==> src/rtl/uart_bus_master_pkg.sv <==
// Shared opcodes, default reply bytes and FSM state type for the UART bus master.
package uart_bus_master_pkg;

  localparam logic [3:0] OP_READ  = 4'hA;
  localparam logic [3:0] OP_WRITE = 4'hB;

  localparam logic [7:0] ACK_BYTE_DEF = 8'h2B;
  localparam logic [7:0] NAK_BYTE_DEF = 8'h3F;

  typedef enum logic [2:0] {
    IDLE,
    GET_DATA,
    BUS_WR,
    BUS_RD,
    RD_WAIT,
    SEND,
    SEND_HOLD
  } state_t;

  // States in which an incoming rx byte has nowhere to go.
  function automatic logic rx_dropped(input state_t s);
    return (s == BUS_WR) || (s == BUS_RD) || (s == RD_WAIT) ||
           (s == SEND)   || (s == SEND_HOLD);
  endfunction

endpackage

==> src/rtl/uart_bus_master_uart.sv <==
// 8N1 UART receiver and transmitter sharing one baud divider setting.
module uart_bus_master_uart #(
  parameter int unsigned ClkFreq = 1000000,
  parameter int unsigned Baud    = 9600
) (
  input  logic       clk,
  input  logic       rst,
  input  logic       rxd,
  output logic       rx_ready,
  output logic [7:0] rx_data,
  input  logic       tx_start,
  input  logic [7:0] tx_data,
  output logic       txd,
  output logic       tx_busy
);

  localparam int unsigned Div = ClkFreq / Baud;
  localparam int unsigned CW  = (Div > 2) ? $clog2(Div) : 1;
  localparam logic [CW-1:0] FULL = CW'(Div - 1);
  localparam logic [CW-1:0] HALF = CW'(Div / 2);

  logic          rx_s1, rx_s2, rx_act, rx_ready_q;
  logic [3:0]    rx_bit;
  logic [CW-1:0] rx_cnt;
  logic [7:0]    rx_sh, rx_data_q;

  logic          tx_act, txd_q;
  logic [3:0]    tx_bit;
  logic [CW-1:0] tx_cnt;
  logic [8:0]    tx_sh;

  // Bit 0 is the start bit re-check, bits 1..8 data, bit 9 the stop bit.
  always_ff @(posedge clk) begin
    if (rst) begin
      rx_s1      <= 1'b1;
      rx_s2      <= 1'b1;
      rx_act     <= 1'b0;
      rx_bit     <= '0;
      rx_cnt     <= '0;
      rx_sh      <= '0;
      rx_ready_q <= 1'b0;
      rx_data_q  <= '0;
    end else begin
      rx_s1      <= rxd;
      rx_s2      <= rx_s1;
      rx_ready_q <= 1'b0;
      if (!rx_act) begin
        if (!rx_s2) begin
          rx_act <= 1'b1;
          rx_cnt <= HALF;
          rx_bit <= '0;
        end
      end else if (rx_cnt != '0) begin
        rx_cnt <= rx_cnt - 1'b1;
      end else begin
        rx_cnt <= FULL;
        rx_bit <= rx_bit + 1'b1;
        if (rx_bit == 4'd0) begin
          if (rx_s2) rx_act <= 1'b0;
        end else if (rx_bit == 4'd9) begin
          rx_act <= 1'b0;
          if (rx_s2) begin
            rx_ready_q <= 1'b1;
            rx_data_q  <= rx_sh;
          end
        end else begin
          rx_sh <= {rx_s2, rx_sh[7:1]};
        end
      end
    end
  end

  always_ff @(posedge clk) begin
    if (rst) begin
      tx_act <= 1'b0;
      tx_bit <= '0;
      tx_cnt <= '0;
      tx_sh  <= '1;
      txd_q  <= 1'b1;
    end else if (!tx_act) begin
      if (tx_start) begin
        tx_act <= 1'b1;
        tx_sh  <= {1'b1, tx_data};
        txd_q  <= 1'b0;
        tx_cnt <= FULL;
        tx_bit <= '0;
      end
    end else if (tx_cnt != '0) begin
      tx_cnt <= tx_cnt - 1'b1;
    end else if (tx_bit == 4'd9) begin
      tx_act <= 1'b0;
      txd_q  <= 1'b1;
    end else begin
      tx_cnt <= FULL;
      tx_bit <= tx_bit + 1'b1;
      txd_q  <= tx_sh[0];
      tx_sh  <= {1'b1, tx_sh[8:1]};
    end
  end

  assign rx_ready = rx_ready_q;
  assign rx_data  = rx_data_q;
  assign txd      = txd_q;
  assign tx_busy  = tx_act;

endmodule

==> src/rtl/uart_bus_master.sv <==
// UART-driven initiator for the 4-bit-address peripheral bus: one read or write
// per command byte, answered with the read data, an ACK or a NAK.
module uart_bus_master
  import uart_bus_master_pkg::*;
#(
  parameter int unsigned ClkFreq       = 1000000,
  parameter int unsigned Baud          = 9600,
  parameter int unsigned TimeoutCycles = 100000,
  parameter int unsigned ReadLatency   = 1,
  parameter logic [7:0]  AckByte       = ACK_BYTE_DEF,
  parameter logic [7:0]  NakByte       = NAK_BYTE_DEF
) (
  input  logic       clk,
  input  logic       rst,
  input  logic       rxd,
  output logic       txd,
  output logic [3:0] bus_addr,
  output logic [7:0] bus_wdata,
  input  logic [7:0] bus_rdata,
  output logic       bus_rw,
  output logic       bus_cs,
  output logic       busy,
  output logic       err_ovr
);

  localparam int unsigned TW = $clog2(TimeoutCycles + 1);
  localparam logic [TW-1:0] TMO_LAST = TW'(TimeoutCycles - 1);
  localparam logic [TW-1:0] TMO_MAX  = TW'(TimeoutCycles);
  localparam logic [1:0]    LAT_LAST = 2'(ReadLatency - 1);

  logic       rx_ready, tx_start, tx_busy;
  logic [7:0] rx_data;

  state_t        state_q, state_d;
  logic [3:0]    addr_q, addr_d;
  logic [7:0]    wdata_q, wdata_d, reply_q, reply_d;
  logic [TW-1:0] timer_q, timer_d;
  logic [1:0]    lat_q, lat_d;
  logic          cs_q, cs_d, rw_q, rw_d, err_q, err_d;

  uart_bus_master_uart #(
    .ClkFreq(ClkFreq),
    .Baud   (Baud)
  ) u_uart (
    .clk     (clk),
    .rst     (rst),
    .rxd     (rxd),
    .rx_ready(rx_ready),
    .rx_data (rx_data),
    .tx_start(tx_start),
    .tx_data (reply_q),
    .txd     (txd),
    .tx_busy (tx_busy)
  );

  always_comb begin
    state_d  = state_q;
    addr_d   = addr_q;
    wdata_d  = wdata_q;
    reply_d  = reply_q;
    timer_d  = timer_q;
    lat_d    = lat_q;
    tx_start = 1'b0;
    err_d    = rx_ready && rx_dropped(state_q);
    unique case (state_q)
      IDLE: begin
        if (rx_ready) begin
          addr_d = rx_data[3:0];
          if (rx_data[7:4] == OP_READ) begin
            state_d = BUS_RD;
          end else if (rx_data[7:4] == OP_WRITE) begin
            state_d = GET_DATA;
            timer_d = '0;
          end else begin
            reply_d = NakByte;
            state_d = SEND;
          end
        end
      end
      GET_DATA: begin
        // A byte landing on the timeout cycle still completes the write.
        if (rx_ready) begin
          wdata_d = rx_data;
          state_d = BUS_WR;
        end else if (timer_q == TMO_LAST) begin
          state_d = IDLE;
        end else if (timer_q < TMO_MAX) begin
          timer_d = timer_q + 1'b1;
        end
      end
      BUS_WR: begin
        reply_d = AckByte;
        state_d = SEND;
      end
      BUS_RD: begin
        lat_d   = '0;
        state_d = RD_WAIT;
      end
      RD_WAIT: begin
        if (lat_q == LAT_LAST) begin
          reply_d = bus_rdata;
          state_d = SEND;
        end else begin
          lat_d = lat_q + 1'b1;
        end
      end
      SEND: begin
        if (!tx_busy) begin
          tx_start = 1'b1;
          state_d  = SEND_HOLD;
        end
      end
      SEND_HOLD: state_d = IDLE;
      default:   state_d = IDLE;
    endcase
    // Strobes are computed from the next state so they register aligned with BUS_*.
    cs_d = (state_d == BUS_WR) || (state_d == BUS_RD);
    rw_d = (state_d != BUS_WR);
  end

  always_ff @(posedge clk) begin
    if (rst) begin
      state_q <= IDLE;
      addr_q  <= '0;
      wdata_q <= '0;
      reply_q <= '0;
      timer_q <= '0;
      lat_q   <= '0;
      cs_q    <= 1'b0;
      rw_q    <= 1'b1;
      err_q   <= 1'b0;
    end else begin
      state_q <= state_d;
      addr_q  <= addr_d;
      wdata_q <= wdata_d;
      reply_q <= reply_d;
      timer_q <= timer_d;
      lat_q   <= lat_d;
      cs_q    <= cs_d;
      rw_q    <= rw_d;
      err_q   <= err_d;
    end
  end

  assign bus_addr  = addr_q;
  assign bus_wdata = wdata_q;
  assign bus_cs    = cs_q;
  assign bus_rw    = rw_q;
  assign busy      = (state_q != IDLE);
  assign err_ovr   = err_q;

endmodule

==> config.mk <==
export PLATFORM = sky130hd
export DESIGN_NAME = uart_bus_master
export DESIGN_NICKNAME = d
export VERILOG_FILES = /design/src/rtl/uart_bus_master_pkg.sv /design/src/rtl/uart_bus_master_uart.sv /design/src/rtl/uart_bus_master.sv
export SDC_FILE = /design/constraint.sdc
export NUM_CORES = 1
export LEC_CHECK = 0
export ABC_AREA = 0
export CELL_PAD_IN_SITES_DETAIL_PLACEMENT = 0
export CELL_PAD_IN_SITES_GLOBAL_PLACEMENT = 1
export CORE_MARGIN = 2
export CORE_UTILIZATION = 44
export DETAILED_ROUTE_END_ITERATION = 16
export DONT_BUFFER_PORTS = 1
export GPL_TIMING_DRIVEN = 0
export HOLD_SLACK_MARGIN = 0.02
export PLACE_DENSITY = 0.77
export SYNTH_ARGS = -nofsm -noshare
export SYNTH_HDL_FRONTEND = slang
export SYNTH_SLANG_ARGS = --single-unit
==> constraint.sdc <==
create_clock -name clk -period 1.95 [get_ports clk]
set_input_delay 0.4875 -clock clk [delete_from_list [all_inputs] [get_ports clk]]
set_output_delay 0.4875 -clock clk [all_outputs]
set_load 0.02 [all_outputs]
==> key figures <==
Detailed routing
  – Initial drt markers: 103
  – Routed vias: 3748
  – Overall routed net length: 10.37 mm
  – Antenna-violating nets left: 0
  – WL/cell: 15.01 um
  – Vias per cell: 5.424
  – DRC: 0
  – Drt pass-1 iters: 4

Critical path
  – Worst Path Buf+Inv: 3
  – Startpoint types: flip-flop
  – CP max stage delay: 0.49 ns
  – Critical path arrival: 2.33 ns
  – WS Path Type: reg2reg
  – Worst-path cell chain: inv_2 -> ha_4 -> or4b_4 -> buf_4 -> or3_4 -> buf_6 -> a32oi_2 -> nor2_1
  – CP required: 2.20 ns
  – Slowest-stage cell, CP: or4b_4
  – CP top delay family: simple AND/OR/NAND/NOR gates
  – CP Capture Type: flip-flop
  – CP Max Fanout: 6

Cells and area
  – Commonest non-fill, non-tap cell in the layout: dfxtp_1
  – Layout cells sized above 1: 14.59%
  – Final Net Count: 570
  – Fin cells: 691
  – Area Overhead vs Synth: 14.98%
  – Fillcell total: 972
  – Most frequent cells in the layout: 92 x dfxtp_1, 58 x nor2_1, 47 x nand2_1
  – # diodes: 0

Synthesis
  – Synth async-reset ratio: 0%
  – Post-synthesis sequential area ratio: 42.50%
  – Post-synthesis cell type count: 64
  – Syn Nets: 541
  – Syn Inst Count: 521
  – Avg Inst Size Synth: 8.770 um^2
  – #FFs+latches synth: 97
  – YS warnings: 0
  – Post-synth EDFFs: 0
  – Primary FF master, synth: dfxtp_1
  – Synth Cell Area: 4569 um^2

Pwr
  – Clock power share: 37.8%
  – Sw Pwr: 901.0 uW
  – Pwr per Cell Area: 684.6 nW/um^2
  – Flop pwr share: 56.0%
  – Leak: 0.001966 uW
  – Max VDD drop: 0.0003137 V
  – Internal Pwr Total: 2696 uW
  – Gate power share: 6.2%
  – Sw frac: 25.05%

Hold path
  – Hold crit path type: in2reg

Run status
  – Status: complete, but fails checks
  – Violated checks: setup timing

CTS
  – Clock-pin slew on the worst setup and hold paths: 0.10 ns
  – Worst skew pair latency: 0.37 ns
  – CTS Buf Count: 9
  – CTS H-Tree Depth: 3
  – Hold buffers post-CTS: 0
  – CTS tree: yes
  – Clock root buffer: clkbuf_8
  – Clock buffer depth: 2
  – Clock Sinks: 97

Global route
  – Overflow after GRT: 0
  – Initial antenna violation count: 0
  – Vias in the first global route: 3575
  – First-pass GRT wire length: 17.46 mm
  – Total GRT Usage: 19.28%
  – Largest net degree at the start of global routing: 18

Place
  – GP Congestion: 0.7981
  – HPWL Detailed: 6.885 mm
  – Port Buffers: 0
  – Place WS: -0.3244 ns
  – DP Cell Count: 657

STA
  – Fmax achieved: 479.2 MHz
  – Worst slew pin tran: 0.6345 ns
  – Fin crit period: 2.087 ns
  – Final hold vios: 0
  – Part of the cycle the worst path needs: 107.0%
  – Worst slew margin: 57.70%
  – Setup-failing EPs final: 22
  – RSZ-0062 raised after global routing: yes
  – Hold slack: 0.2180 ns
  – Skew final: 0.01026 ns
  – Max-slew violations: 0
  – Fin worst setup slack: -0.1367 ns

Floorplanning
  – Initial core utilization: 44.86%
  – IO Pins: 28
  – Rows: 37
  – Die W: 105.9 um
  – Die area: 11220 um^2
  – Die height: 105.9 um
  – Core area: 10180 um^2

Flow run
  – # Max-Cap Violations: 0
sequential cells by signal (all words and copies together) (netlist names), 2 cells and up:
signal and flops:
u_uart.tx_cnt 7, u_uart.tx_sh 8, u_uart.rx_bit 4, lat_q 2, u_uart.rx_sh 8, bus_addr 4, reply_q 8, state_q 3
u_uart.tx_bit 4, timer_q 17, u_uart.rx_data 8, u_uart.rx_cnt 7, bus_wdata 8
repair_timing:
| item | CTS | global route |
|---|---|---|
| gates cloned | 1 | 0 |
| gates resized for setup | 21 | 24 |
| pin swaps | 13 | 9 |
| setup endpoints to repair | 51 | 64 |
| setup buffers | 12 | 7 |
cell families (layout without fill, tap and decap cells):
logic type	Yosys count	count (layout)	share of synthesized area [%]
AO/OA/AOI/OAI	105	105	15.47
AND/OR/NAND/NOR	209	209	23.60
XOR/XNOR	5	5	0.9583
buffers and inverters	47	81	4.134
flip-flops	97	97	42.50
adder cells (fa/ha/maj)	9	9	2.464
multiplexers	49	49	10.87
per-layer routing:
layer  global-route usage, %  up-vias  wire [um]
met3                   3.863        6        372
met1                   27.27     1801       5228
met2                   29.08       47       4683
met5                       0        -          0
li1                        -     1894          -
met4                   7.331        0         89
final cells by class:
cell class              count  area, um^2  share of cell area [%]
multi-input cells         377        2570                   48.92
flip-flops and latches     97        1951                   37.13
well taps                 136       170.2                   3.239
repair buffers             19       153.9                   2.929
plain buffers              27       136.4                   2.596
clock buffers               9       123.9                   2.358
clock inverters             7       77.57                   1.477
inverters                  19       71.32                   1.357
worst paths after layout:
check                                 from                             to  slack, ns  depth (start not counted)
max          u_uart.rx_cnt[0]$_SDFFE_PP0P_  u_uart.rx_cnt[3]$_SDFFE_PP0P_      -0.14                          8
min                                    rxd        u_uart.rx_s1$_SDFF_PP1_       0.22                          1
max reg2reg  u_uart.rx_cnt[0]$_SDFFE_PP0P_  u_uart.rx_cnt[3]$_SDFFE_PP0P_      -0.14                          8
min reg2reg        u_uart.rx_s1$_SDFF_PP1_        u_uart.rx_s2$_SDFF_PP1_       0.42                          1
cells in the mapped netlist (all sizes together), types with 2 or more instances:
library cell	count	share of area [%]
nand3	11	1.2
o21bai	5	0.82
a21o	2	0.33
nor3	10	1.3
xor2	5	0.96
clkbuf	24	2.0
buf	4	0.55
nand2	47	3.9
dfxtp	97	42
and3	7	0.96
nor2	62	5.1
inv	18	1.5
ha	9	2.5
nand3b	5	0.82
a21boi	3	0.49
or4b	2	0.52
nor3b	2	0.33
a211oi	9	1.5
o31ai	3	0.60
nor2b	4	0.55
nor4	3	0.41
or2	3	0.41
nand4	11	1.5
nand2b	27	3.7
o21ai	22	2.5
o211a	6	1.3
mux2i	47	10
or3	3	0.41
nor4bb	2	0.44
and2	5	0.68
mux2	2	0.49
a21oi	32	3.5
a311oi	7	1.3
power groups by stage:
stage	logic [uW]	clock network, uW	registers [uW]
5_1_grt	245	1490	2020
3_5_place_dp	182	0	2060
6_report	225	1360	2010
2_1_floorplan	140	0	2060
4_1_cts	209	1400	2010
3_3_place_gp	178	0	2060
metrics by stage:
| stage | area [um^2] | TNS, ns | total power [uW] | util [%] |
|---|---|---|---|---|
| floorplan | 4599 | -0.5784 | 2196 | - |
| global placement | 4770 | -8.146 | 2238 | 46.83 |
| detailed placement | 4770 | -9.404 | 2243 | 46.83 |
| CTS | 5146 | -1.158 | 3625 | 50.53 |
| global route | 5254 | -3.860 | 3752 | 51.58 |
| finish | 5254 | -1.491 | 3597 | 51.58 |
(Power assumes the default switching activity.)
